### src/rtl/nn_mem_sequencer.sv
// nn_mem_sequencer: learn/classify address and strobe sequencer for the KMEM/WMEM dual-port memories.
// Ports: clk/rst (sync, active-high); learn/classify level requests (learn wins);
//   KMEM_*/WMEM_* port addresses, active-low write enables, tied-low OEB/CSB;
//   En/EN_IDX latency-matched weight-valid strobe and its index; busy = not IDLE.
// Optional: define NN_SEQ_DONE_EN to add the one-cycle 'done' pulse on completing a pass.
module nn_mem_sequencer #(
  parameter int ADDR_W = 5,
  parameter int N_WGT = 8,
  parameter int N_KERN = 2,
  parameter int RD_LAT = 1,
  localparam int CNT_W = $clog2(N_WGT)
) (
  input  logic              clk,
  input  logic              rst,
  input  logic              learn,
  input  logic              classify,
  output logic [ADDR_W-1:0] KMEM_ADD1,
  output logic [ADDR_W-1:0] KMEM_ADD2,
  output logic [ADDR_W-1:0] WMEM_ADD1,
  output logic [ADDR_W-1:0] WMEM_ADD2,
  output logic              KMEM_WEB1,
  output logic              KMEM_WEB2,
  output logic              WMEM_WEB1,
  output logic              WMEM_WEB2,
  output logic              KMEM_OEB1,
  output logic              KMEM_OEB2,
  output logic              KMEM_CSB1,
  output logic              KMEM_CSB2,
  output logic              WMEM_OEB1,
  output logic              WMEM_OEB2,
  output logic              WMEM_CSB1,
  output logic              WMEM_CSB2,
  output logic              En,
  output logic [CNT_W-1:0]  EN_IDX,
  output logic              busy
`ifdef NN_SEQ_DONE_EN
  ,
  output logic              done
`endif
);
  typedef enum logic [1:0] {IDLE, LEARN, CLASSIFY, WAIT_REL} state_t;
  state_t state_q, state_d;
  logic [CNT_W-1:0] wcnt_q, wcnt_d, rcnt_q, rcnt_d;
  // Valid pipeline: stage RD_LAT-1 lines up with read data at WMEM port 1.
  logic [RD_LAT-1:0] pv_q, pv_d;
  logic [RD_LAT-1:0][CNT_W-1:0] pi_q, pi_d;
  logic push;
  always_comb begin
    state_d = state_q;
    wcnt_d = '0;
    rcnt_d = '0;
    push = 1'b0;
    case (state_q)
      IDLE: state_d = learn ? LEARN : classify ? CLASSIFY : IDLE;
      LEARN: begin
        state_d = (wcnt_q == CNT_W'(N_WGT/2-1)) ? WAIT_REL : learn ? LEARN : classify ? CLASSIFY : IDLE;
        wcnt_d = (wcnt_q != CNT_W'(N_WGT/2-1) && learn) ? wcnt_q + CNT_W'(1) : '0;
      end
      CLASSIFY: begin
        push = 1'b1;
        state_d = (rcnt_q == CNT_W'(N_WGT-1)) ? WAIT_REL : learn ? LEARN : classify ? CLASSIFY : IDLE;
        rcnt_d = (rcnt_q != CNT_W'(N_WGT-1) && !learn && classify) ? rcnt_q + CNT_W'(1) : '0;
      end
      default: state_d = (learn || classify) ? WAIT_REL : IDLE;
    endcase
    pv_d[0] = push;
    pi_d[0] = push ? rcnt_q : '0;
    for (int i = 1; i < RD_LAT; i++) begin
      pv_d[i] = pv_q[i-1];
      pi_d[i] = pi_q[i-1];
    end
  end
  always_ff @(posedge clk) begin
    if (rst) begin
      state_q <= IDLE;
      wcnt_q <= '0;
      rcnt_q <= '0;
      pv_q <= '0;
      pi_q <= '0;
    end else begin
      state_q <= state_d;
      wcnt_q <= wcnt_d;
      rcnt_q <= rcnt_d;
      pv_q <= pv_d;
      pi_q <= pi_d;
    end
  end
  always_comb begin
    KMEM_ADD1 = '0;
    KMEM_ADD2 = '0;
    WMEM_ADD1 = '0;
    WMEM_ADD2 = '0;
    KMEM_WEB1 = 1'b1;
    KMEM_WEB2 = 1'b1;
    WMEM_WEB1 = 1'b1;
    WMEM_WEB2 = 1'b1;
    if (state_q == LEARN) begin
      WMEM_WEB1 = 1'b0;
      WMEM_WEB2 = 1'b0;
      WMEM_ADD1 = ADDR_W'({wcnt_q, 1'b0});
      WMEM_ADD2 = ADDR_W'({wcnt_q, 1'b1});
      KMEM_WEB1 = !(wcnt_q < CNT_W'(N_KERN));
      KMEM_ADD1 = (wcnt_q < CNT_W'(N_KERN)) ? ADDR_W'(wcnt_q) : '0;
    end else if (state_q == CLASSIFY) begin
      KMEM_ADD2 = ADDR_W'(1);
      WMEM_ADD1 = ADDR_W'(rcnt_q);
    end
  end
  assign {KMEM_OEB1, KMEM_OEB2, KMEM_CSB1, KMEM_CSB2} = 4'b0;
  assign {WMEM_OEB1, WMEM_OEB2, WMEM_CSB1, WMEM_CSB2} = 4'b0;
  assign En = pv_q[RD_LAT-1];
  assign EN_IDX = pi_q[RD_LAT-1];
  assign busy = (state_q != IDLE);
`ifdef NN_SEQ_DONE_EN
  logic done_q, done_d;
  // Only a completed pass reaches WAIT_REL, so aborts never pulse.
  assign done_d = (state_d == WAIT_REL) && (state_q != WAIT_REL);
  always_ff @(posedge clk) begin
    if (rst) done_q <= 1'b0;
    else done_q <= done_d;
  end
  assign done = done_q;
`endif
endmodule
### config.mk
export PLATFORM = sky130hd
export DESIGN_NAME = nn_mem_sequencer
export DESIGN_NICKNAME = d
export VERILOG_FILES = /design/src/rtl/nn_mem_sequencer.sv
export SDC_FILE = /design/constraint.sdc
export NUM_CORES = 1
export LEC_CHECK = 0
export ABC_AREA = 1
export BUFFER_PORTS_ARGS = -buffer_cell sky130_fd_sc_hd__buf_2
export CORE_UTILIZATION = 44
export CTS_BUF_LIST = sky130_fd_sc_hd__clkbuf_8
export CTS_CLUSTER_DIAMETER = 80
export DETAILED_ROUTE_END_ITERATION = 7
export PLACE_DENSITY = 0.92
export SYNTH_ARGS = -nofsm -noshare
export SYNTH_HDL_FRONTEND = slang
export SYNTH_SLANG_ARGS = --single-unit
### constraint.sdc
create_clock -name clk -period 1.5 [get_ports clk]
set_clock_uncertainty 0.1 [all_clocks]
set_input_delay 0.225 -clock clk [delete_from_list [all_inputs] [get_ports clk]]
set_output_delay 0.225 -clock clk [all_outputs]
set_load 0.03 [all_outputs]
# Yosys cells after proc, flatten, opt, wreduce, memory -nomap -nowiden
# Index checks and enable logic that the tools add are counted.
# word_totals
register_bits	12
in_bits	4
elab_cells	46
output_inout_bits	37
# op_classes
muxes	16
n_reduce_logical	11
add_sub_neg	2
n_bitwise	5
eq_ne	6
magnitude_cmp	1
# op_table
cell	count
$mux 2	5
$mux 3	3
$mux 4	2
$add 3x1->3 const B	2
$pmux 2 s3	1
$reduce_or 3->1	2
$mux 1	5
$not 1->1	5
$eq 3x2->1 const B	1
$eq 3x3->1 const B	1
$logic_and 1x1->1	3
$lt 3x2->1 const B	1
$ne 3x2->1 const B	1
$ne 3x3->1 const B	1
$eq 2x1->1 const B	1
$eq 2x2->1 const B	1
$logic_not 1->1	2
$logic_not 2->1	1
$reduce_bool 2->1	1
$reduce_or 2->1	1
$logic_or 1x1->1	1

# Depth between registers and ports, before layout
# depth
ltp_word	5
mapped_depth	8
mapped_depth_nobuf	8

# Worst setup path before layout
# Ideal clock, no wire load.
# synth_timing
path_kind	register to output
start	reg state_q[0]
end	out WMEM_ADD2[3]
t_arrival_ns	1.699
setup_slack_ns	-0.524
required_ns	1.175
stages_incl_launch_ff	6
n_path_buf	1
cell_sequence	dfxtp_1 inv_1 nor2_2 inv_2 nor2_1 buf_4
# synth_via
elab_chain_cells	2
# synth_rtl
element	line_no	text
from (decl)	42	state_t state_q, state_d;
from (signal assigned)	81	state_q <= state_d;
$eq 2x1->1	97	if (state_q == LEARN) begin
$mux 4	97	
to (decl)	20	output logic [ADDR_W-1:0] WMEM_ADD2,
# No other way between the ends.

# Worst setup path in the final report
# layout_timing
start	reg state_q[0]
end	out WMEM_ADD2[1]
# Same word-level chain as after synthesis.

==> reports/qor.yml <==
postCtsHoldBufs: 0
root_buffer: "clkbuf_8"
fmax_ghz: 0.672
synth_top_area_cell: "dfxtp_1"
netlist_instances: 99
synth_edf_count: 0
drtIter0Drc: 11
overflow: 0
core-area_um2: 1510
antenna_found_initial: 0
antenna_cells: 0
io_pins: 41
yosys.area_share.simple: 0.213
vdd_drop_max_uv: 482
critPathMaxFanout: 7
drt_pass1_iterations: 4
routed_wl_um: 1430
synth_top_family_by_area: "buffers and inverters"
synth_cell_types: 16
cts_made_buffers: 3
drc_errors: 0
vias: 617
path_clk_slew_ns: 0.05
dpl_cell_area_um2: 761
post-route-period-util: 0.992
setup_viol: 0
die_area_um2: 1780
die_w_um: 42.2
critPathArrivalTime_ns: 1.16
yosys.area_share.adder: 0.0703
hold_violations: 0
synth.most_common_cell: "buf_4"
cellPowerDensity_nw_per_um2: 979
slew_violations: 0
rsz0062_at_grt: "yes"
h-tree-depth: 1
cts.sinks: 12
worstPathCellList: "inv_4, nor2_4, inv_4, nor2_1, buf_4"
synthArstFlopShare: 0
ys_ff_latch: 12
final_util: 0.577
netlist_area_um2: 712
chipHeight_um: 42.2
grt_max_degree: 8
worstHoldPathType: "primary input to flip-flop"
cts_tree: "built"
cp_slowest_cell: "dfxtp_2"
max_cap_viol_count: 0
path_delay_family: "flip-flops"
placementRows: 14
synth_top_area_share: 0.337
critical_path_buf_inv_count: 3
synth_mux_area_frac: 0
initial_core_util: 0.473
syn_to_final_growth_pct: 22.1
cp-start-kind: "flip-flop"
synth_compound_area_frac: 0.0316
fin_area_um2: 870
final_antenna_net_count: 0
syn_area_per_cell_um2: 7.19
end_kind: "output pin"
port_buffers: 21
critPathKind: "flip-flop to output pin"
leakagePower_nw: 0.475
yosys-top-cells-count: "buf_4, inv_1, nor2_1, dfxtp_1, nand2_1"
cts_buffer_depth: 2
nets: 130
grt.total_usage: 0.163
drive_gt1_frac: 0.331
wire_per_inst_um: 10.4
yosys_warnings: 0
max_stage_delay_ns: 0.35
synth_xor_area_frac: 0
synth-seq-area-share: 0.337
via_per_inst: 4.50
dp_hpwl_um: 952
synthTopCellsByArea: "dfxtp_1, buf_4, inv_1, nor2_1, ha_1"
grt_pass1_vias: 516
gp_congestion: 0.870
grt_pass1_wl_um: 2120
outcome: "finished clean"
cp.required_ns: 1.17
path_common_cell: "inv_4"
clock_latency_ns: 0.24
synth_ff_type: "dfxtp_1"
period_minus_slack_ns: 1.49
p_total_w: 0.000852
[cell type report]
class / instances / area [µm²]
fillers: 126 / 637
multi-input cells: 62 / 335
flip-flops and latches: 12 / 243
repair buffers: 23 / 136
inverters: 20 / 80.1
clock buffers: 4 / 55.1
well taps: 16 / 20.0
[report_power, final]
part | total (W) | internal [W] | switching [W]
Sequential | 0.000332 | 0.000326 | 0.00000625
Combinational | 0.000168 | 0.0000316 | 0.000137
Clock | 0.000352 | 0.000232 | 0.000120
[what timing repair did]
item | 4_1_cts | 5_1_grt
buffers inserted | 1 | 1
resized for setup | 8 | 8
endpoints found under the setup margin | 7 | 8
pin swaps | 1 | 1
[metrics by stage]
stage                     setup WS [ns]  setup TNS, ns  hold WS, ns  cells
after global placement            0.236              0        0.330    131
final                            0.0115              0        0.105    137
after CTS                        0.0131              0       0.0972    136
after detailed placement          0.170              0        0.341    131
after floorplan                  -0.179         -0.641        0.197    116
after global routing            -0.0358        -0.0601        0.106    137
[layout by cell type, fill, tap and decap left out, types with 3 or more instances in the layout]
cell type and n:
nand2_1 12, clkbuf_8 4, conb_1 19, nand3_1 3
buf_4 6, inv_1 18, nor2_4 4, ha_1 4
nor2_1 12, dfxtp_1 10, buf_2 16
[sequential cells by signal (all words and copies together) (netlist names)]
signal / count
En: 1
rcnt_q: 3
wcnt_q: 3
state_q: 2
EN_IDX: 3
[cells by family after synthesis]
| group | Yosys count |
|---|---|
| compound gates | 4 |
| fa+ha+maj | 4 |
| buf+inv | 42 |
| flops | 12 |
| other cells | 2 |
| simple gates | 35 |
[layer usage]
layer,up-vias,share of wire,global-route usage
met2,39,0.51,0.277
met5,-,0,0
met3,9,0.081,0.0603
li1,301,-,-
met1,268,0.34,0.150
met4,0,0.062,0.144
[final timing paths]
check | slack [ns] | endpoint | depth (start not counted) | startpoint
min reg2reg | 0.35 | rcnt_q[0] | 1 | rcnt_q[0]
min | 0.11 | En | 2 | rst
max | 0.01 | WMEM_ADD2[1] | 5 | state_q[0]
max reg2reg | 0.18 | state_q[0] | 8 | wcnt_q[0]
No activity file was read; power rests on OpenSTA's default activity.
